### config.mk
export PLATFORM = sky130hd
export DESIGN_NAME = ysyx_axi_arb
export DESIGN_NICKNAME = d
export VERILOG_FILES = /design/src/rtl/ysyx_axi_arb_pkg.sv /design/src/rtl/ysyx_axi_lane.sv /design/src/rtl/ysyx_axi_arb.sv
export SDC_FILE = /design/constraint.sdc
export NUM_CORES = 1
export LEC_CHECK = 0
export BUFFER_PORTS_ARGS = -buffer_cell sky130_fd_sc_hd__buf_2
export CAP_MARGIN = 20
export CORE_AREA = 3 3 166 168
export DETAILED_ROUTE_END_ITERATION = 8
export DIE_AREA = 0 0 169 171
export MAX_ROUTING_LAYER = met4
export PLACE_DENSITY = 0.71
export SLEW_MARGIN = 40
export SYNTH_ARGS = -nofsm -noshare
export SYNTH_HDL_FRONTEND = slang
export SYNTH_SLANG_ARGS = --single-unit
### constraint.sdc
create_clock -name clk -period 8.6 [get_ports clk]
set_clock_uncertainty 0.1 [all_clocks]
set_input_delay 1.72 -clock clk [delete_from_list [all_inputs] [get_ports clk]]
set_output_delay 1.72 -clock clk [all_outputs]
set_load 0.01 [all_outputs]
### src/rtl/ysyx_axi_arb_pkg.sv
// ysyx_axi_arb_pkg: shared arbiter state encoding, grant tags and strobe-to-size helper
package ysyx_axi_arb_pkg;
    typedef enum logic [2:0] {S_IDLE, S_AR, S_R, S_AW, S_B} state_t;
    typedef enum logic [1:0] {G_NONE, G_IFU, G_LD, G_ST} grant_t;
    localparam logic [2:0] IFU_SIZE = 3'd2;
    function automatic logic [2:0] strb_size(input logic [7:0] strb);
        return strb == 8'h01 ? 3'd0 : strb == 8'h03 ? 3'd1 : strb == 8'h0F ? 3'd2 : 3'd0;
    endfunction
endpackage

### src/rtl/ysyx_axi_lane.sv
// ysyx_axi_lane: 64-bit bus lane steering for reads (extract) and writes (shift/replicate/strobe)
module ysyx_axi_lane
    import ysyx_axi_arb_pkg::*;
#(
    parameter int DATA_W = 32
) (
    input  logic [2:0]        raddr,
    input  logic [63:0]       rdata,
    output logic [DATA_W-1:0] rd_data,
    input  logic [2:0]        waddr,
    input  logic [DATA_W-1:0] wd_in,
    input  logic [3:0]        ws_in,
    output logic [63:0]       wdata,
    output logic [7:0]        wstrb
);
    logic [31:0] rhalf, rsh, wsh;
    logic [3:0]  s4;
    always_comb begin
        rhalf = raddr[2] ? rdata[63:32] : rdata[31:0];
        rsh   = rhalf >> {raddr[1:0], 3'b000};
        wsh   = 32'(wd_in) << {waddr[1:0], 3'b000};
        s4    = ws_in << waddr[1:0];
    end
    assign rd_data = DATA_W'(rsh);
    assign wdata   = {wsh, wsh};
    assign wstrb   = waddr[2] ? {s4, 4'b0000} : {4'b0000, s4};
endmodule

### src/rtl/ysyx_axi_arb.sv
// ysyx_axi_arb: single-outstanding AXI master arbitrating IFU reads and LSU loads/stores
module ysyx_axi_arb
    import ysyx_axi_arb_pkg::*;
#(
    parameter int ADDR_W = 32,
    parameter int DATA_W = 32
) (
    input  logic              clk,
    input  logic              rst,
    input  logic [ADDR_W-1:0] ifu_araddr,
    input  logic              ifu_arvalid,
    output logic [DATA_W-1:0] ifu_rdata_o,
    output logic              ifu_rvalid_o,
    input  logic [ADDR_W-1:0] lsu_araddr,
    input  logic              lsu_arvalid,
    input  logic [7:0]        lsu_rstrb,
    output logic [DATA_W-1:0] lsu_rdata_o,
    output logic              lsu_rvalid_o,
    input  logic [ADDR_W-1:0] lsu_awaddr,
    input  logic [DATA_W-1:0] lsu_wdata,
    input  logic [7:0]        lsu_wstrb,
    input  logic              lsu_wvalid,
    output logic              lsu_wready_o,
    output logic [ADDR_W-1:0] io_master_araddr,
    output logic [2:0]        io_master_arsize,
    output logic              io_master_arvalid,
    input  logic              io_master_arready,
    input  logic [63:0]       io_master_rdata,
    input  logic              io_master_rvalid,
    output logic              io_master_rready,
    output logic [ADDR_W-1:0] io_master_awaddr,
    output logic [2:0]        io_master_awsize,
    output logic              io_master_awvalid,
    input  logic              io_master_awready,
    output logic [63:0]       io_master_wdata,
    output logic [7:0]        io_master_wstrb,
    output logic              io_master_wlast,
    output logic              io_master_wvalid,
    input  logic              io_master_wready,
    input  logic              io_master_bvalid,
    output logic              io_master_bready
);
    state_t            state, state_n;
    grant_t            gnt, gnt_n;
    logic              fair, aw_done, w_done, aw_hs, w_hs;
    logic [DATA_W-1:0] lane_rdata;
    logic [63:0]       lane_wdata;
    logic [7:0]        lane_wstrb;

    assign io_master_rready = 1'b1;
    assign io_master_bready = 1'b1;
    assign aw_hs = io_master_awvalid & io_master_awready;
    assign w_hs  = io_master_wvalid & io_master_wready;

    ysyx_axi_lane #(.DATA_W(DATA_W)) u_lane (
        .raddr   (io_master_araddr[2:0]),
        .rdata   (io_master_rdata),
        .rd_data (lane_rdata),
        .waddr   (lsu_awaddr[2:0]),
        .wd_in   (lsu_wdata),
        .ws_in   (lsu_wstrb[3:0]),
        .wdata   (lane_wdata),
        .wstrb   (lane_wstrb)
    );

    always_ff @(posedge clk or posedge rst) begin
        if (rst) state <= S_IDLE;
        else     state <= state_n;
    end

    // A pending IFU fetch that was passed over by an LSU transaction wins the next grant
    always_comb begin
        gnt_n   = G_NONE;
        state_n = state;
        case (state)
            S_IDLE: begin
                if (fair && ifu_arvalid) gnt_n = G_IFU;
                else if (lsu_wvalid)     gnt_n = G_ST;
                else if (lsu_arvalid)    gnt_n = G_LD;
                else if (ifu_arvalid)    gnt_n = G_IFU;
                if (gnt_n == G_ST)        state_n = S_AW;
                else if (gnt_n != G_NONE) state_n = S_AR;
            end
            S_AR: if (io_master_arready) state_n = S_R;
            S_R:  if (io_master_rvalid) state_n = S_IDLE;
            S_AW: if ((aw_done || aw_hs) && (w_done || w_hs)) state_n = S_B;
            S_B:  if (io_master_bvalid) state_n = S_IDLE;
            default: state_n = S_IDLE;
        endcase
    end

    always_ff @(posedge clk or posedge rst) begin
        if (rst) begin
            gnt               <= G_NONE;
            fair              <= 1'b0;
            aw_done           <= 1'b0;
            w_done            <= 1'b0;
            ifu_rdata_o       <= '0;
            ifu_rvalid_o      <= 1'b0;
            lsu_rdata_o       <= '0;
            lsu_rvalid_o      <= 1'b0;
            lsu_wready_o      <= 1'b0;
            io_master_araddr  <= '0;
            io_master_arsize  <= '0;
            io_master_arvalid <= 1'b0;
            io_master_awaddr  <= '0;
            io_master_awsize  <= '0;
            io_master_awvalid <= 1'b0;
            io_master_wdata   <= '0;
            io_master_wstrb   <= '0;
            io_master_wlast   <= 1'b0;
            io_master_wvalid  <= 1'b0;
        end else begin
            ifu_rvalid_o <= 1'b0;
            ifu_rdata_o  <= '0;
            lsu_rvalid_o <= 1'b0;
            lsu_rdata_o  <= '0;
            lsu_wready_o <= 1'b0;
            case (state)
                S_IDLE: if (gnt_n != G_NONE) begin
                    gnt <= gnt_n;
                    if (gnt_n == G_IFU) fair <= 1'b0;
                    if (gnt_n == G_ST) begin
                        io_master_awaddr  <= lsu_awaddr;
                        io_master_awsize  <= strb_size(lsu_wstrb);
                        io_master_wdata   <= lane_wdata;
                        io_master_wstrb   <= lane_wstrb;
                        io_master_awvalid <= 1'b1;
                        io_master_wvalid  <= 1'b1;
                        io_master_wlast   <= 1'b1;
                    end else begin
                        io_master_araddr  <= gnt_n == G_IFU ? ifu_araddr : lsu_araddr;
                        io_master_arsize  <= gnt_n == G_IFU ? IFU_SIZE : strb_size(lsu_rstrb);
                        io_master_arvalid <= 1'b1;
                    end
                end
                S_AR: if (io_master_arready) io_master_arvalid <= 1'b0;
                S_R: if (io_master_rvalid) begin
                    if (gnt == G_IFU) begin
                        ifu_rvalid_o <= 1'b1;
                        ifu_rdata_o  <= lane_rdata;
                    end else begin
                        lsu_rvalid_o <= 1'b1;
                        lsu_rdata_o  <= lane_rdata;
                        if (ifu_arvalid) fair <= 1'b1;
                    end
                end
                S_AW: begin
                    if (aw_hs) begin
                        io_master_awvalid <= 1'b0;
                        aw_done           <= 1'b1;
                    end
                    if (w_hs) begin
                        io_master_wvalid <= 1'b0;
                        io_master_wlast  <= 1'b0;
                        w_done           <= 1'b1;
                    end
                end
                S_B: begin
                    aw_done <= 1'b0;
                    w_done  <= 1'b0;
                    if (io_master_bvalid) begin
                        lsu_wready_o <= 1'b1;
                        if (ifu_arvalid) fair <= 1'b1;
                    end
                end
                default: ;
            endcase
        end
    end
endmodule

# Word level (Yosys, flattened, before mapping)
# Index checks and enable logic that the tools add are counted.
# totals
input_bits,218
regBits,220
word_cells,130
out_inout_bits,215
# classes
bitwise_logic,3
n_eq_ne,26
shifts,3
reduce_logical,21
mux,58
# op_table
op,n
32-bit two-way mux,8
32-bit by 5-bit left shift with 32-bit output,1
32-bit by 5-bit >> shifter with 32-bit output,1
1-bit two-way mux,24
2-bit two-way mux,12
"2-bit inequality test, second input constant",11
3-bit two-way mux,6
"8-bit by 1-bit == test with 1-bit output, second input constant",2
"8-bit by 2-bit == test with 1-bit output, second input constant",2
"8-bit by 4-bit == test with 1-bit output, second input constant",2
3-bit case mux with 5 select lines,1
4-bit AND reduction,3
1-bit case mux with 2 select lines,5
2-bit nonzero test,5
8-bit two-way mux,1
"3-bit by 2-bit == test with 1-bit output, second input constant",2
2-bit AND reduction,3
3-bit AND reduction,2
6-bit AND reduction,1
5-bit AND reduction,1
"2-bit by 1-bit == test with 1-bit output, second input constant",2
"2-bit == test, second input constant",2
4-bit by 2-bit left shift with 4-bit output,1
"3-bit by 1-bit == test with 1-bit output, second input constant",1
9 further kinds,12

# Depth between registers and ports, before layout
# logic_depth
word_depth,10
depth_mapped,11
ltp_nobuf,9

# By module
# A second synthesis with hierarchy kept.
# unflattened
hier_cells,843
hier_area_um2,10297.4
# modules_own_cells
module,cells_per_inst,n_inst,area_per_inst_um2
ysyx_axi_arb,610,1,8500.7
ysyx_axi_lane,233,1,1796.7

# Least setup slack after synthesis
# Ideal clock, no wire load.
# synth_timing
path_type,input port to flip-flop
from,input port lsu_arvalid
to,register io_master_araddr[10]
cell_stages,11
setup_ps,82
path_buffers,4
t_arrival_ps,3298
path_slack_ps,5120
path_cell_list,nand2b_1 a21oi_2 clkbuf_1 nor2_1 inv_1 ha_1 and2_1 buf_2 buf_2 buf_2 a31oi_1
# synth_between
elab_chain_cells,8
elab_cells_between_ends,11
classes_between,eq/ne: 2; mux: 6; bitwise: 1; reduce/logical: 2
# synth_lines
element,line,text
from (decl),ysyx_axi_arb.sv:15,"input logic lsu_arvalid,"
2-bit two-way mux (*),ysyx_axi_arb.sv:79,else if (lsu_arvalid) gnt_n = G_LD;
2-bit two-way mux (*),ysyx_axi_arb.sv:78,else if (lsu_wvalid) gnt_n = G_ST;
2-bit two-way mux (*),ysyx_axi_arb.sv:77,if (fair && ifu_arvalid) gnt_n = G_IFU;
2-bit two-way mux (*) (2 in a row),ysyx_axi_arb.sv:75,case (state)
2-bit == test,ysyx_axi_arb.sv:123,if (gnt_n == G_ST) begin
1-bit inverter (no source line),n/a,
3-bit AND reduction (no source line),n/a,
to (signal assigned),ysyx_axi_arb.sv:132,io_master_araddr <= gnt_n == G_IFU ? ifu_araddr : lsu_araddr;
to (decl),ysyx_axi_arb.sv:24,"output logic [ADDR_W-1:0] io_master_araddr,"
# Every way passes the cells marked *; elsewhere a longest branch is shown, timed or not. The select of a mux whose other input is x is not followed.
# A chain may end at the register's enable or synchronous reset.

# Final worst setup path
# layout_timing
from,input port lsu_arvalid
to,register io_master_arsize[0]
# layout_between
elab_chain_cells,8
elab_cells_between_ends,11
classes_between,eq/ne: 2; mux: 6; bitwise: 1; reduce/logical: 2
# layout_lines
element,line,text
2-bit two-way mux (*),ysyx_axi_arb.sv:79,
2-bit two-way mux (*),ysyx_axi_arb.sv:78,
2-bit two-way mux (*),ysyx_axi_arb.sv:77,
2-bit two-way mux (*) (2 in a row),ysyx_axi_arb.sv:75,
2-bit == test,ysyx_axi_arb.sv:123,
1-bit inverter (no source line),n/a,
3-bit AND reduction (no source line),n/a,
to (signal assigned),ysyx_axi_arb.sv:133,io_master_arsize <= gnt_n == G_IFU ? IFU_SIZE : strb_size(lsu_rstrb);
to (decl),ysyx_axi_arb.sv:25,"output logic [2:0] io_master_arsize,"
# Marks and branches as above.

==> summary.md <==
| Metric | Value |
|---|---|
| Outcome | finished clean |
| Number of max-capacitance violations reported | 0 |
| Clock transition time at the flip-flop clock pins of the worst setup and hold paths | about 0.07 ns |
| Cells after synthesis | ~800 |
| DR pass1 iterations | 5 |
| Setup violations, final | 0 |
| Top cell types by occurrence after synthesis | dfrtp_1 (186), nor2_1 (109), nand2_1 (54) |
| Worst Setup End Kind | flip-flop |
| Flip-flop and latch count after synthesis | between 150 and 200 |
| Number of nets in the finished design | approximately 1,400 |
| Static power due to leakage | between 5 and 6 nW |
| Power density of the placed cells | around 330 nW/µm² |
| Fraction of final layout cells sized beyond drive strength 1 | between 40% and 50% |
| Fill count | between 2,000 and 3,000 |
| Final worst-path cycle share | 40.6% |
| Number of remaining DRC errors | 0 |
| Fraction of registers with async set/reset | 100% |
| CTS root buf | clkbuf_16 |
| Final WS setup | ~5 ns |
| Total length of routed met2 wires | roughly 14,000 µm |
| Number of input and output port buffers inserted | 428 |
| Highest attainable clock frequency | between 200 and 300 MHz |
| Cell area after layout | around 12,000 µm² |
| Slowest Stage Delay on Critical Path | between 0.5 and 0.6 ns |
| GR Overflow Total | 0 |
| Critical path cell sequence | buf_2, nand2b_1, a21oi_2, buf_4, nor2_1, inv_1, ha_1, and2_4, o211ai_1, o32ai_1 |
| Detailed placement HPWL | 21,700 µm |
| TritonCTS buffer count | 17 |
| Proportion of synthesized chip area in sequential cells | a little over half |
| Power consumption | roughly 3.8 mW |
| Die Wd | 169 µm |
| Final core utilization | between 40 and 50% |
| Dpl cells | approximately 1,500 |
| Average wire per standard cell | around 19 µm |
| Initial antenna violation count | 1 |
| Starting density of the core | about a third |
| GRT Total Usage | slightly below 20% |
| Worst-margin pin slew | just under 0.8 ns |
| Dominant cells by area after synthesis | dfrtp_1 (53%), mux4_2 (6.2%), mux2_2 (5.3%) |
| Number of H-tree levels | 4 |
| Main synth FF type | dfrtp_1 |
| Cells on Worst Hold Path | 2 |
| Final critical path time including I/O delays and setup | approximately 3.5 ns |
| Critical path launch point type | primary input |
| Launch instance of the worst register-to-register path | state[0] |
| Cell type contributing the most total cell area after synthesis | dfrtp_1 |
| GPL Wtd Cong | ~0.9 |
| Post-Route Setup TNS | 0 ns |
| Worst hold margin | roughly 0.38 ns |
| Routed length on met1 | ~11,000 µm |
| Unrepaired setup endpoints after global routing | false |
| Synthesis warning total | 0 |
| Pin count of the biggest net entering global routing | approximately 110 |
| Number of hold-slack violations in the final timing report | 0 |
| Hold Path Sink | io_master_wstrb[1] |
| Worst slew margin relative to its limit | 48.3% |
| Worst hold start | io_master_wstrb[1] |
| Number of cells upsized or downsized after cts | 0 |
| Maximum VDD drop | 163 µV |
| Worst path arrival time | approximately 3.7 ns |
| Post-synthesis instance area | just under 9000 µm² |
| Maximum fanout along the worst path | between 60 and 70 |
| Placed cell area | about 11,000 µm² |
| Via Count | between 7,000 and 8,000 |
| Number of placed I/O pins | between 400 and 500 |
| Pre-CTS WS | between 4 and 5 ns |
| Most common cell in the synthesized netlist | dfrtp_1 |
| Total Die Area | between 20,000 and 30,000 µm² |
| First-pass GRT wire length | between 40,000 and 50,000 µm |
| Area growth from synthesis to layout | 31.7% |
| Required time reported for the critical path endpoint | 8.82 ns |
| Std-Cell Core Area | 26,100 µm² |
| Master of the slowest instance on the critical path | and2_4 |
| Post-route ant nets | 0 |
| Routed wire length on met3 | approximately 2400 µm |
| Die Ht | between 150 and 200 µm |
| Final WL | between 20,000 and 30,000 µm |
| FF-to-FF setup slack | 5.95 ns |
| Path category of the worst min-delay check | flip-flop to flip-flop |
| Later-pin clock latency in the skew report | roughly 0.43 ns |
| Non-Filler Instances | 1,517 |
| Setup fix buffers added after clock tree synthesis | 0 |
| Longest Clk Path Bufs | 2 |
| Worst reg-to-reg path cell count | 7 |
| Mean cell area of the mapped netlist | ~11 µm² |
| EDFF count, synth | 0 |
| Number of vias per cell after detailed routing | roughly 5.0 |
| Std-Cell Rows | slightly below 60 |
| Endpoint of the most critical register-to-register path | io_master_arsize[0] |
| Share of the synthesized area in the top cell type | roughly 53% |
| TritonCTS clock tree | yes |
| Quantity of hold-fixing buffers added after cts | 0 |
| TritonCTS sink count | between 150 and 200 |
| Unique cell type count in the Yosys netlist | 49 |
| Number of design-rule violations left by the first detailed-router iteration | between 400 and 500 |
| Max-slew violation count | 0 |
| Start-to-end type of the worst setup path | primary input to flip-flop |
| Top routing layer in use | met4 |
| Vias in the first global route | 7,631 |
registers in the layout, indices dropped and copies added (netlist names), 3 cells and up:
register / flops
io_master_awaddr: 32
ifu_rdata_o: 32
io_master_araddr: 32
io_master_wdata: 32
io_master_wstrb: 8
lsu_rdata_o: 32
state: 3
layout by cell type (no fill, tap or decap), drive strengths merged, types with 19 or more instances in the layout:
cell type	Yosys	routed
dfrtp	186	186
nand2	54	54
o21ai	53	53
clkbuf	31	19
mux2	41	41
buf	65	439
nand3	33	33
nor2	110	110
a21oi	25	25
mux2i	42	42
mux4	24	24
a31oi	33	33
logic make-up (layout without fill, tap and decap cells):
logic type / Yosys count / after routing / share of synthesized area, %
muxes: 107 / 107 / 16.2
adders and majority gates: 2 / 2 / 0.285
and+or+nand+nor: 242 / 242 / 12.4
AOI/OAI and AO/OA: 158 / 158 / 11.2
buffers and inverters: 107 / 482 / 6.74
other: 2 / 5 / 0.0857
DFF: 186 / 186 / 53.1
layer usage:
metal  track usage [%]  up-vias
li1                  -     3520
met1              22.9     3679
met4              7.09        0
met5                 -        -
met3              4.37       40
met2              33.1      365
layout make-up:
type	count	area (µm²)	share of cell area [%]
sequential	186	4660	40.3
clock buffer	19	443	3.83
antenna	1	2.50	0.0217
multi-input combinational	513	3550	30.7
clock inverter	13	178	1.54
tap	335	419	3.63
inverter	11	53.8	0.466
timing repair buffer	439	2250	19.5
power by group:
part           internal [mW]  switching, mW  total, mW  leakage, nW
registers               1.17          0.191       1.36         2.36
logic                  0.716          0.923       1.64         3.26
clock network          0.430          0.391      0.821        0.301
worst max-delay path by stage:
stage / startpoint / to / depth (start not counted)
6_report: lsu_arvalid / io_master_arsize[0] / 10
5_1_grt: lsu_arvalid / io_master_arsize[0] / 10
4_1_cts: ifu_arvalid / io_master_awaddr[6] / 5
3_5_place_dp: ifu_arvalid / io_master_awaddr[16] / 5
3_3_place_gp: lsu_arvalid / io_master_arsize[0] / 10
2_1_floorplan: rst / aw_done / 1
worst max-delay path, delay by kind of cell:
kind	cells	cell delay, ns
AND/OR/NAND/NOR	3	0.80
AO/OA/AOI/OAI	3	0.49
buffers and inverters	3	0.41
adder cells (fa/ha/maj)	1	0.26
No activity file was read; power rests on OpenSTA's default activity.
